File: src/rtl/duft_run_sequencer.sv
// duft_run_sequencer
//   Hardware host that runs one DUT job through the DUFT ap_ctrl_chain
//   wrapper. A 32-bit job word is taken on the job port. The block then issues
//   this memory-mapped command sequence on the DUFT bus:
//     DUT_IN write, then INPUT/RUN/ENDR opcode phases with status polling,
//     then DUT_OUT read.
//   The DUT result is returned on the res port.
//
// Optional feature macro: DUFT_SEQ_TIMEOUT_EN
//   Defined   : each status poll phase is bounded to POLL_LIMIT reads. On
//               expiry, res_err=1 and res_data carries the last status word.
//   Undefined : polling is unbounded and res_err is tied low.
//
// Ports
//   clk, ap_rst_n                 clock (rising edge), async active-low reset
//   job_valid/job_ready/job_data  job request handshake and DUT input word
//   res_valid/res_ready/res_data  result handshake and DUT output word
//   res_err                       job aborted by poll timeout
//   busy                          job in progress (accept through result handshake)
//   m_addr/m_wr_data/m_rd_wr      DUFT address, write data, 1=read 0=write
//   m_ap_start/m_ap_continue      DUFT ap_ctrl_chain controls
//   m_ap_return/m_ap_idle/m_ap_done/m_ap_ready  DUFT ap_ctrl_chain status
module duft_run_sequencer #(
    parameter logic [31:0] OPCODE_BASE  = 32'h0000_0000,
    parameter logic [31:0] STATE_BASE   = 32'h0000_0001,
    parameter logic [31:0] DUT_IN_BASE  = 32'h0000_0010,
    parameter logic [31:0] DUT_OUT_BASE = 32'h0000_0018,
    parameter logic [31:0] INVALID_ADDR = 32'hFFFF_FFFF,
    parameter int unsigned POLL_GAP     = 1,
    parameter int unsigned POLL_LIMIT   = 200
) (
    input  logic        clk,
    input  logic        ap_rst_n,
    input  logic        job_valid,
    output logic        job_ready,
    input  logic [31:0] job_data,
    output logic        res_valid,
    input  logic        res_ready,
    output logic [31:0] res_data,
    output logic        res_err,
    output logic        busy,
    output logic [31:0] m_addr,
    output logic [31:0] m_wr_data,
    output logic        m_rd_wr,
    output logic        m_ap_start,
    output logic        m_ap_continue,
    input  logic [31:0] m_ap_return,
    input  logic        m_ap_idle,
    input  logic        m_ap_done,
    input  logic        m_ap_ready
);
    typedef enum logic [1:0] {B_IDLE, B_WAIT_IDLE, B_WAIT_DONE} bus_state_t;
    typedef enum logic [2:0] {T_IDLE, T_WR_IN, T_OP, T_OP_CLR, T_POLL, T_RD_OUT, T_RESP} top_state_t;

    localparam logic [1:0] PH_INPUT = 2'd1;
    localparam logic [1:0] PH_ENDR  = 2'd3;
    localparam logic [7:0] GAP_LOAD = 8'(POLL_GAP);

    // Bus sub-FSM state
    bus_state_t  bus_state_q, bus_state_d;
    logic [31:0] m_addr_q, m_addr_d;
    logic [31:0] m_wr_data_q, m_wr_data_d;
    logic        m_rd_wr_q, m_rd_wr_d;
    logic        m_ap_start_q, m_ap_start_d;
    logic [31:0] rd_data_q, rd_data_d;
    logic        bus_done_q, bus_done_d;

    // Top FSM state
    top_state_t  top_state_q, top_state_d;
    logic [1:0]  ph_q, ph_d;
    logic [31:0] job_q, job_d;
    logic [31:0] res_data_q, res_data_d;
    logic [7:0]  gap_q, gap_d;
`ifdef DUFT_SEQ_TIMEOUT_EN
    logic [15:0] poll_cnt_q, poll_cnt_d;
    logic        res_err_q, res_err_d;
`endif

    // Request from the top FSM to the bus sub-FSM
    logic        bus_req;
    logic        req_state;
    logic [31:0] req_addr;
    logic [31:0] req_wr_data;
    logic        req_rd;
    logic [3:0]  exp_status;

    always_comb begin
        req_state   = 1'b1;
        req_addr    = INVALID_ADDR;
        req_wr_data = 32'd0;
        req_rd      = 1'b1;
        case (top_state_q)
            T_WR_IN:  begin req_addr = DUT_IN_BASE; req_wr_data = job_q;          req_rd = 1'b0; end
            T_OP:     begin req_addr = OPCODE_BASE; req_wr_data = {30'd0, ph_q};  req_rd = 1'b0; end
            T_OP_CLR: begin req_addr = OPCODE_BASE; req_wr_data = 32'd0;          req_rd = 1'b0; end
            T_POLL:   req_addr = STATE_BASE;
            T_RD_OUT: req_addr = DUT_OUT_BASE;
            default:  req_state = 1'b0;
        endcase
        // bus_done_q blocks re-issue in the cycle the top FSM consumes a completion.
        bus_req = req_state && (bus_state_q == B_IDLE) && !bus_done_q && (gap_q == 8'd0);
    end

    always_comb begin
        case (ph_q)
            PH_INPUT: exp_status = 4'h3;
            2'd2:     exp_status = 4'h5;
            default:  exp_status = 4'h0;
        endcase
    end

    // Bus sub-FSM: one ap_ctrl_chain transaction at a time
    always_comb begin
        bus_state_d   = bus_state_q;
        m_addr_d      = m_addr_q;
        m_wr_data_d   = m_wr_data_q;
        m_rd_wr_d     = m_rd_wr_q;
        m_ap_start_d  = m_ap_start_q;
        rd_data_d     = rd_data_q;
        bus_done_d    = 1'b0;
        m_ap_continue = 1'b0;
        case (bus_state_q)
            B_IDLE: begin
                if (bus_req) begin
                    m_addr_d    = req_addr;
                    m_wr_data_d = req_wr_data;
                    m_rd_wr_d   = req_rd;
                    bus_state_d = B_WAIT_IDLE;
                end
            end
            B_WAIT_IDLE: begin
                if (m_ap_idle) begin
                    m_ap_start_d = 1'b1;
                    bus_state_d  = B_WAIT_DONE;
                end
            end
            B_WAIT_DONE: begin
                if (m_ap_done) begin
                    m_ap_continue = 1'b1;
                    if (m_rd_wr_q) rd_data_d = m_ap_return;
                    m_ap_start_d = 1'b0;
                    m_addr_d     = INVALID_ADDR;
                    m_rd_wr_d    = 1'b1;
                    bus_done_d   = 1'b1;
                    bus_state_d  = B_IDLE;
                end
            end
            default: bus_state_d = B_IDLE;
        endcase
    end

    always_ff @(posedge clk or negedge ap_rst_n) begin
        if (!ap_rst_n) begin
            bus_state_q  <= B_IDLE;
            m_addr_q     <= INVALID_ADDR;
            m_wr_data_q  <= 32'd0;
            m_rd_wr_q    <= 1'b1;
            m_ap_start_q <= 1'b0;
            rd_data_q    <= 32'd0;
            bus_done_q   <= 1'b0;
        end else begin
            bus_state_q  <= bus_state_d;
            m_addr_q     <= m_addr_d;
            m_wr_data_q  <= m_wr_data_d;
            m_rd_wr_q    <= m_rd_wr_d;
            m_ap_start_q <= m_ap_start_d;
            rd_data_q    <= rd_data_d;
            bus_done_q   <= bus_done_d;
        end
    end

    // Top FSM: sequences the command phases of one job
    always_comb begin
        top_state_d = top_state_q;
        ph_d        = ph_q;
        job_d       = job_q;
        res_data_d  = res_data_q;
        gap_d       = gap_q;
`ifdef DUFT_SEQ_TIMEOUT_EN
        poll_cnt_d  = poll_cnt_q;
        res_err_d   = res_err_q;
`endif
        case (top_state_q)
            T_IDLE: begin
                if (job_valid) begin
                    job_d       = job_data;
                    ph_d        = PH_INPUT;
`ifdef DUFT_SEQ_TIMEOUT_EN
                    res_err_d   = 1'b0;
`endif
                    top_state_d = T_WR_IN;
                end
            end
            T_WR_IN:  if (bus_done_q) top_state_d = T_OP;
            T_OP:     if (bus_done_q) top_state_d = T_OP_CLR;
            T_OP_CLR: begin
                if (bus_done_q) begin
`ifdef DUFT_SEQ_TIMEOUT_EN
                    poll_cnt_d  = 16'd0;
`endif
                    top_state_d = T_POLL;
                end
            end
            T_POLL: begin
                if (gap_q != 8'd0) gap_d = gap_q - 8'd1;
                if (bus_done_q) begin
                    if (rd_data_q[3:0] == exp_status) begin
                        if (ph_q == PH_ENDR) begin
                            top_state_d = T_RD_OUT;
                        end else begin
                            ph_d        = ph_q + 2'd1;
                            top_state_d = T_OP;
                        end
                    end else begin
`ifdef DUFT_SEQ_TIMEOUT_EN
                        // poll_cnt_q counts mismatching reads already seen this phase.
                        if ((32'(poll_cnt_q) + 32'd1) >= POLL_LIMIT) begin
                            res_err_d   = 1'b1;
                            res_data_d  = rd_data_q;
                            top_state_d = T_RESP;
                        end else begin
                            poll_cnt_d = poll_cnt_q + 16'd1;
                            gap_d      = GAP_LOAD;
                        end
`else
                        gap_d = GAP_LOAD;
`endif
                    end
                end
            end
            T_RD_OUT: begin
                if (bus_done_q) begin
                    res_data_d  = rd_data_q;
                    top_state_d = T_RESP;
                end
            end
            T_RESP:   if (res_ready) top_state_d = T_IDLE;
            default:  top_state_d = T_IDLE;
        endcase
    end

    always_ff @(posedge clk or negedge ap_rst_n) begin
        if (!ap_rst_n) begin
            top_state_q <= T_IDLE;
            ph_q        <= 2'd0;
            job_q       <= 32'd0;
            res_data_q  <= 32'd0;
            gap_q       <= 8'd0;
`ifdef DUFT_SEQ_TIMEOUT_EN
            poll_cnt_q  <= 16'd0;
            res_err_q   <= 1'b0;
`endif
        end else begin
            top_state_q <= top_state_d;
            ph_q        <= ph_d;
            job_q       <= job_d;
            res_data_q  <= res_data_d;
            gap_q       <= gap_d;
`ifdef DUFT_SEQ_TIMEOUT_EN
            poll_cnt_q  <= poll_cnt_d;
            res_err_q   <= res_err_d;
`endif
        end
    end

    assign job_ready  = (top_state_q == T_IDLE);
    assign res_valid  = (top_state_q == T_RESP);
    assign busy       = (top_state_q != T_IDLE);
    assign res_data   = res_data_q;
    assign m_addr     = m_addr_q;
    assign m_wr_data  = m_wr_data_q;
    assign m_rd_wr    = m_rd_wr_q;
    assign m_ap_start = m_ap_start_q;
`ifdef DUFT_SEQ_TIMEOUT_EN
    assign res_err    = res_err_q;
`else
    assign res_err    = 1'b0;
`endif

    // m_ap_ready is reserved; POLL_LIMIT only matters with the timeout enabled.
    logic unused_inputs;
    assign unused_inputs = &{1'b0, m_ap_ready, POLL_LIMIT[0]};
endmodule

File: config.mk
export PLATFORM = sky130hd
export DESIGN_NAME = duft_run_sequencer
export DESIGN_NICKNAME = d
export VERILOG_FILES = /design/src/rtl/duft_run_sequencer.sv
export SDC_FILE = /design/constraint.sdc
export NUM_CORES = 1
export LEC_CHECK = 0
export ABC_AREA = 1
export CORE_MARGIN = 8
export CORE_UTILIZATION = 40
export CTS_CLUSTER_SIZE = 25
export DETAILED_ROUTE_END_ITERATION = 10
export PLACE_DENSITY = 0.67
export RECOVER_POWER = 100
export SYNTH_ARGS = -nofsm -noshare
export SYNTH_HDL_FRONTEND = slang
export SYNTH_SLANG_ARGS = --single-unit
File: constraint.sdc
create_clock -name clk -period 3.43 [get_ports clk]
set_input_delay 0.5145 -clock clk [delete_from_list [all_inputs] [get_ports clk]]
set_output_delay 0.5145 -clock clk [all_outputs]
set_load 0.01 [all_outputs]
# Yosys cells after proc, flatten, opt, wreduce, memory -nomap -nowiden
# Index checks and enable logic that the tools add are counted.
# word_totals
regBits	178
inputBits	71
out_inout_bits	103
# op_classes
addsub	2
eq_ne	24
n_mux	38
n_reduce_logical	24
# op_table
cell	count
one-hot mux 32 bit (2 select lines)	2
one-hot mux 32 bit (4 select lines)	1
two-way mux 32 bit	2
two-way mux 3 bit	9
two-way mux 8 bit	3
inequality test 2 bit (second input constant)	11
one-hot mux 3 bit (7 select lines)	1
two-way mux 2 bit	7
AND reduction 3 bit	4
== test 3 bit (second input constant)	3
zero test 8 bit	1
two-way mux 1 bit	8
AND reduction 8 bit	1
nonzero test 8 bit	1
subtractor 8 x 1 -> 8 bit (second input constant)	1
== test 2 bit (second input constant)	3
== test 3 x 2 -> 1 bit (second input constant)	2
one-hot mux 2 bit (3 select lines)	1
one-hot mux 3 bit (2 select lines)	1
AND reduction 2 bit	3
nonzero test 2 bit	3
AND reduction 5 bit	1
OR reduction 5 bit	1
== test 2 x 1 -> 1 bit (second input constant)	2
other kinds (13)	16

# Logic depth before layout (Yosys ltp)
# logic_depth
depth_word	8
depth_mapped	11

# Worst setup path after synthesis
# OpenSTA, ideal clock, no wires.
# synth_timing
kind	input port to output port
start	input m_ap_done
end	output m_ap_continue
arrival_ns	1.078
required_ns	2.915
path_slack_ns	1.837
stages	4
path_cell_list	inv_1 nor2_1 buf_2 buf_2
# synth_between
elab_chain_len	2
# synth_rtl
element	line_no	text
start: declaration	49	input logic m_ap_done,
two-way mux 1 bit	138	if (m_ap_done) begin
two-way mux 1 bit	122	case (bus_state_q)
end: declaration	46	output logic m_ap_continue,
# Every way passes these cells.

# Final worst setup path
# layout_timing
start	register top_state_q[1]
end	register res_data_q[4] (netlist: res_data[4])
# layout_between
elab_chain_len	2
# layout_rtl
element	line_no	text
start: declaration	69	top_state_t top_state_q, top_state_d;
start signal: assignment	254	top_state_q <= top_state_d;
== test 3 bit	183	case (top_state_q)
AND reduction 2 bit (no line)	--	
end signal: assignment	257	res_data_q <= res_data_d;
end: declaration	72	logic [31:0] res_data_q, res_data_d;
# Every way passes these cells.
# A chain may end at the register's enable or synchronous reset.

==> results.yml <==
outcome:
  result_of_the_run: "complete, but fails checks"
  violations: "max-capacitance violations, max-slew violations"
floorplanning:
  floorplan.initialDensity_pct: 40.3
  placeableCoreArea_um2: 17000
  fp.dieArea_um2: 21600
  die_h_um: 147
  die_width_um: 147
  design.portCount: 174
  core.rowCount: 48
cells_and_area:
  regArea_um2: 3760
  area.growth.synth_to_final_pct: 29.6
  antenna_diode_count: 0
  layout.cells.non_filler: 1037
  drive_above_1_share_pct: 9.73
  layout.nets: 875
  final_cell_area_um2: 8870
  nFillCells: 1592
  multi_input_area_um2: 2280
logic_synthesis:
  synth.yosys.seq_area_share_pct: 54.9
  syn_area_per_cell_um2: 10.4
  synth_largest_area_cell: "dfrtp_1"
  synth-edff-count: 0
  yosysTopAreaCellShare_pct: 53.0
  synth.area.top_cells: "dfrtp_1 (53%), nand2_1 (10%), mux2_4 (10%)"
  post-synth-top-count-cell: "nand2_1"
  number_of_synthesized_register_bits: 150
  post_synth_inst_count: 661
  synthArstFlopShare_pct: 100
  syn-num-nets: 737
  synth_commonest_cells: "nand2_1 (185), dfrtp_1 (145), nand3_1 (48), mux2_4 (46), inv_1 (39)"
  postSynth.topFlopCell: "dfrtp_1"
  ys.warnings.count: 0
  syn_area_um2: 6840
  ys_types: 36
routing:
  drt-total-wl_um: 15800
  detailedRoute.firstIterationViolations: 264
  via_count_of_the_routed_design: 4844
  post-route-drc-count: 0
  drtAntennaViolNets: 0
  wire_length_per_cell_um: 15.2
  detail_route.first_pass.iterations: 4
  detail_route.vias_per_cell: 4.67
pwr:
  ir_worst_vdd_mv: 0.405
  cell_area_power_density_nw_per_um2: 854
  p_leak_nw: 4.46
  total_power_mw: 7.57
timing:
  achievable-frequency_mhz: 357
  finClkSkew_ns: 0.00942
  finalCritPeriodShare_pct: 81.6
  timing.final.hold_violations: 0
  finalWorstPathRequiredPeriod_ns: 2.80
  maxSlewViolCount: 118
  unrepaired_setup_endpoints_after_global_routing: "no"
  setup_tns_ns: 0
  finalSetupViolations: 0
  worst_slew_margin_rel_pct: -36.0
  worst_pin_slew_ns: 2.04
global_routing:
  total_grt_usage_pct: 14.9
  number_of_antenna_violations_at_the_first_check_in_global_routing: 1
  first_global_vias: 5024
  grt_max_degree: 81
  grt_first_pass_wirelength_um: 26100
  overflow: 0
placement:
  place_congestion: 0.843
  port_buffers: 171
  area_of_placed_instances_um2: 8470
  detailedPlacementHpwl_um: 11000
  total_placed_cells_including_tap_cells: 1005
critical_path:
  crit_path_start_kind: "flip-flop"
  worstSetupPathType: "flip-flop to flip-flop"
  worst_ep_arrival_time_ns: 3.08
  critPathMaxFanout: 37
  critical_path_capture_point_type: "flip-flop"
  cp.required_ns: 3.71
  worst-r2r-cell-count: 5
min_path:
  worst_hold_path_type: "flip-flop to flip-flop"
  min_path_cells: 2
flow_run:
  cap_violations: 2
clocking:
  cts_buffers: 17
  cts.repair.resized: 0
  cts.hold.buffers_added: 0
  clock_latency_ns: 0.41
  clock_tree.root_cell: "clkbuf_16"
  clock_path_buffers: 2
  cts_setup_buffers: 0
  clkSlewWorstSetupHoldPaths_ns: 0.06
  htreeDepth: 4
  cts_tree: "done"
  cts.sink_count: 150
metrics by stage:
step	hold slack (ns)	worst slack, ns	utilization (%)
6_report	0.469	0.633	52.2
5_1_grt	0.490	0.418	52.2
4_1_cts	0.164	0.890	53.5
3_5_place_dp	0.459	0.994	49.8
3_3_place_gp	0.453	0.995	49.8
2_1_floorplan	0.219	1.84	-
worst max-delay path: stages, from the launching register on:
cell and delay [ns]:
dfrtp_1 0.58, inv_2 0.11, nand2_2 0.10, nor2_1 0.06, nand2_1 1.35, mux2_2 0.45
final timing paths:
check	from	endpoint	slack (ns)
hold / removal	m_addr[3]$_DFFE_PN1P_	m_addr[3]$_DFFE_PN1P_	0.47
setup / recovery	top_state_q[1]$_DFFE_PN0P_	res_data[4]$_DFFE_PN0P_	0.63
setup reg to reg	top_state_q[1]$_DFFE_PN0P_	res_data[4]$_DFFE_PN0P_	0.63
max in group asynchronous	ap_rst_n	m_addr[3]$_DFFE_PN1P_	1.50
hold reg to reg	m_addr[3]$_DFFE_PN1P_	m_addr[3]$_DFFE_PN1P_	0.47
min in group asynchronous	ap_rst_n	res_data[31]$_DFFE_PN0P_	0.67
cell families (layout without fill, tap and decap cells):
kind of cell,count (synthesis),after routing,share of synthesized area [%]
and+or+nand+nor,285,285,17.9
DFF,150,150,54.9
buffers and inverters,104,255,8.79
AOI/OAI and AO/OA,58,58,5.39
muxes,57,57,11.9
adders and majority gates,5,5,0.914
other,1,1,0.0548
xor gates and xnor gates,1,1,0.128
cell type report:
cell class,count,area share (%)
clock inverter,13,2.03
multi-input combinational,407,25.8
sequential,150,42.4
tap,225,3.17
inverter,46,1.98
timing repair buffer,177,19.8
clock buffer,19,4.88
cell usage in the layout (no fill, tap or decap), types with 3 or more instances in the layout:
| cell | count |
|---|---|
| a21oi_1 | 9 |
| bufinv_16 | 4 |
| clkbuf_1 | 4 |
| clkbuf_16 | 17 |
| clkdlybuf4s50_1 | 70 |
| clkinv_2 | 4 |
| clkinvlp_4 | 3 |
| dfrtp_1 | 145 |
| dfstp_2 | 4 |
| dlygate4sd3_1 | 100 |
| ha_1 | 5 |
| inv_1 | 41 |
| inv_2 | 4 |
| mux2_1 | 26 |
| mux2_2 | 11 |
| mux2_4 | 20 |
| nand2_1 | 189 |
| nand3_1 | 49 |
| nand4_1 | 8 |
| nor2_1 | 31 |
| o21ai_0 | 44 |
state kept, by name, indices dropped and copies added (netlist names):
register / count
top_state_q: 3
bus_done_q: 1
job_q: 32
bus_state_q: 2
m_rd_wr: 1
ph_q: 2
m_addr: 4
gap_q: 8
m_wr_data: 32
rd_data_q: 32
res_data: 32
m_ap_start: 1
layer usage:
metal | share of wire (%) | GRT usage, % | vias up
li1 | - | - | 2383
met1 | 45 | 18.6 | 2315
met2 | 43 | 22.3 | 133
met3 | 11 | 7.81 | 11
met4 | 0.92 | 3.81 | 2
met5 | 0.063 | 0 | -
power breakdown:
| part | leakage [nW] | internal [mW] | switching, mW |
|---|---|---|---|
| registers | 1.92 | 2.48 | 0.494 |
| logic | 2.25 | 1.26 | 1.39 |
| clock network | 0.293 | 1.22 | 0.730 |
Power figures use the tool's default switching activity.
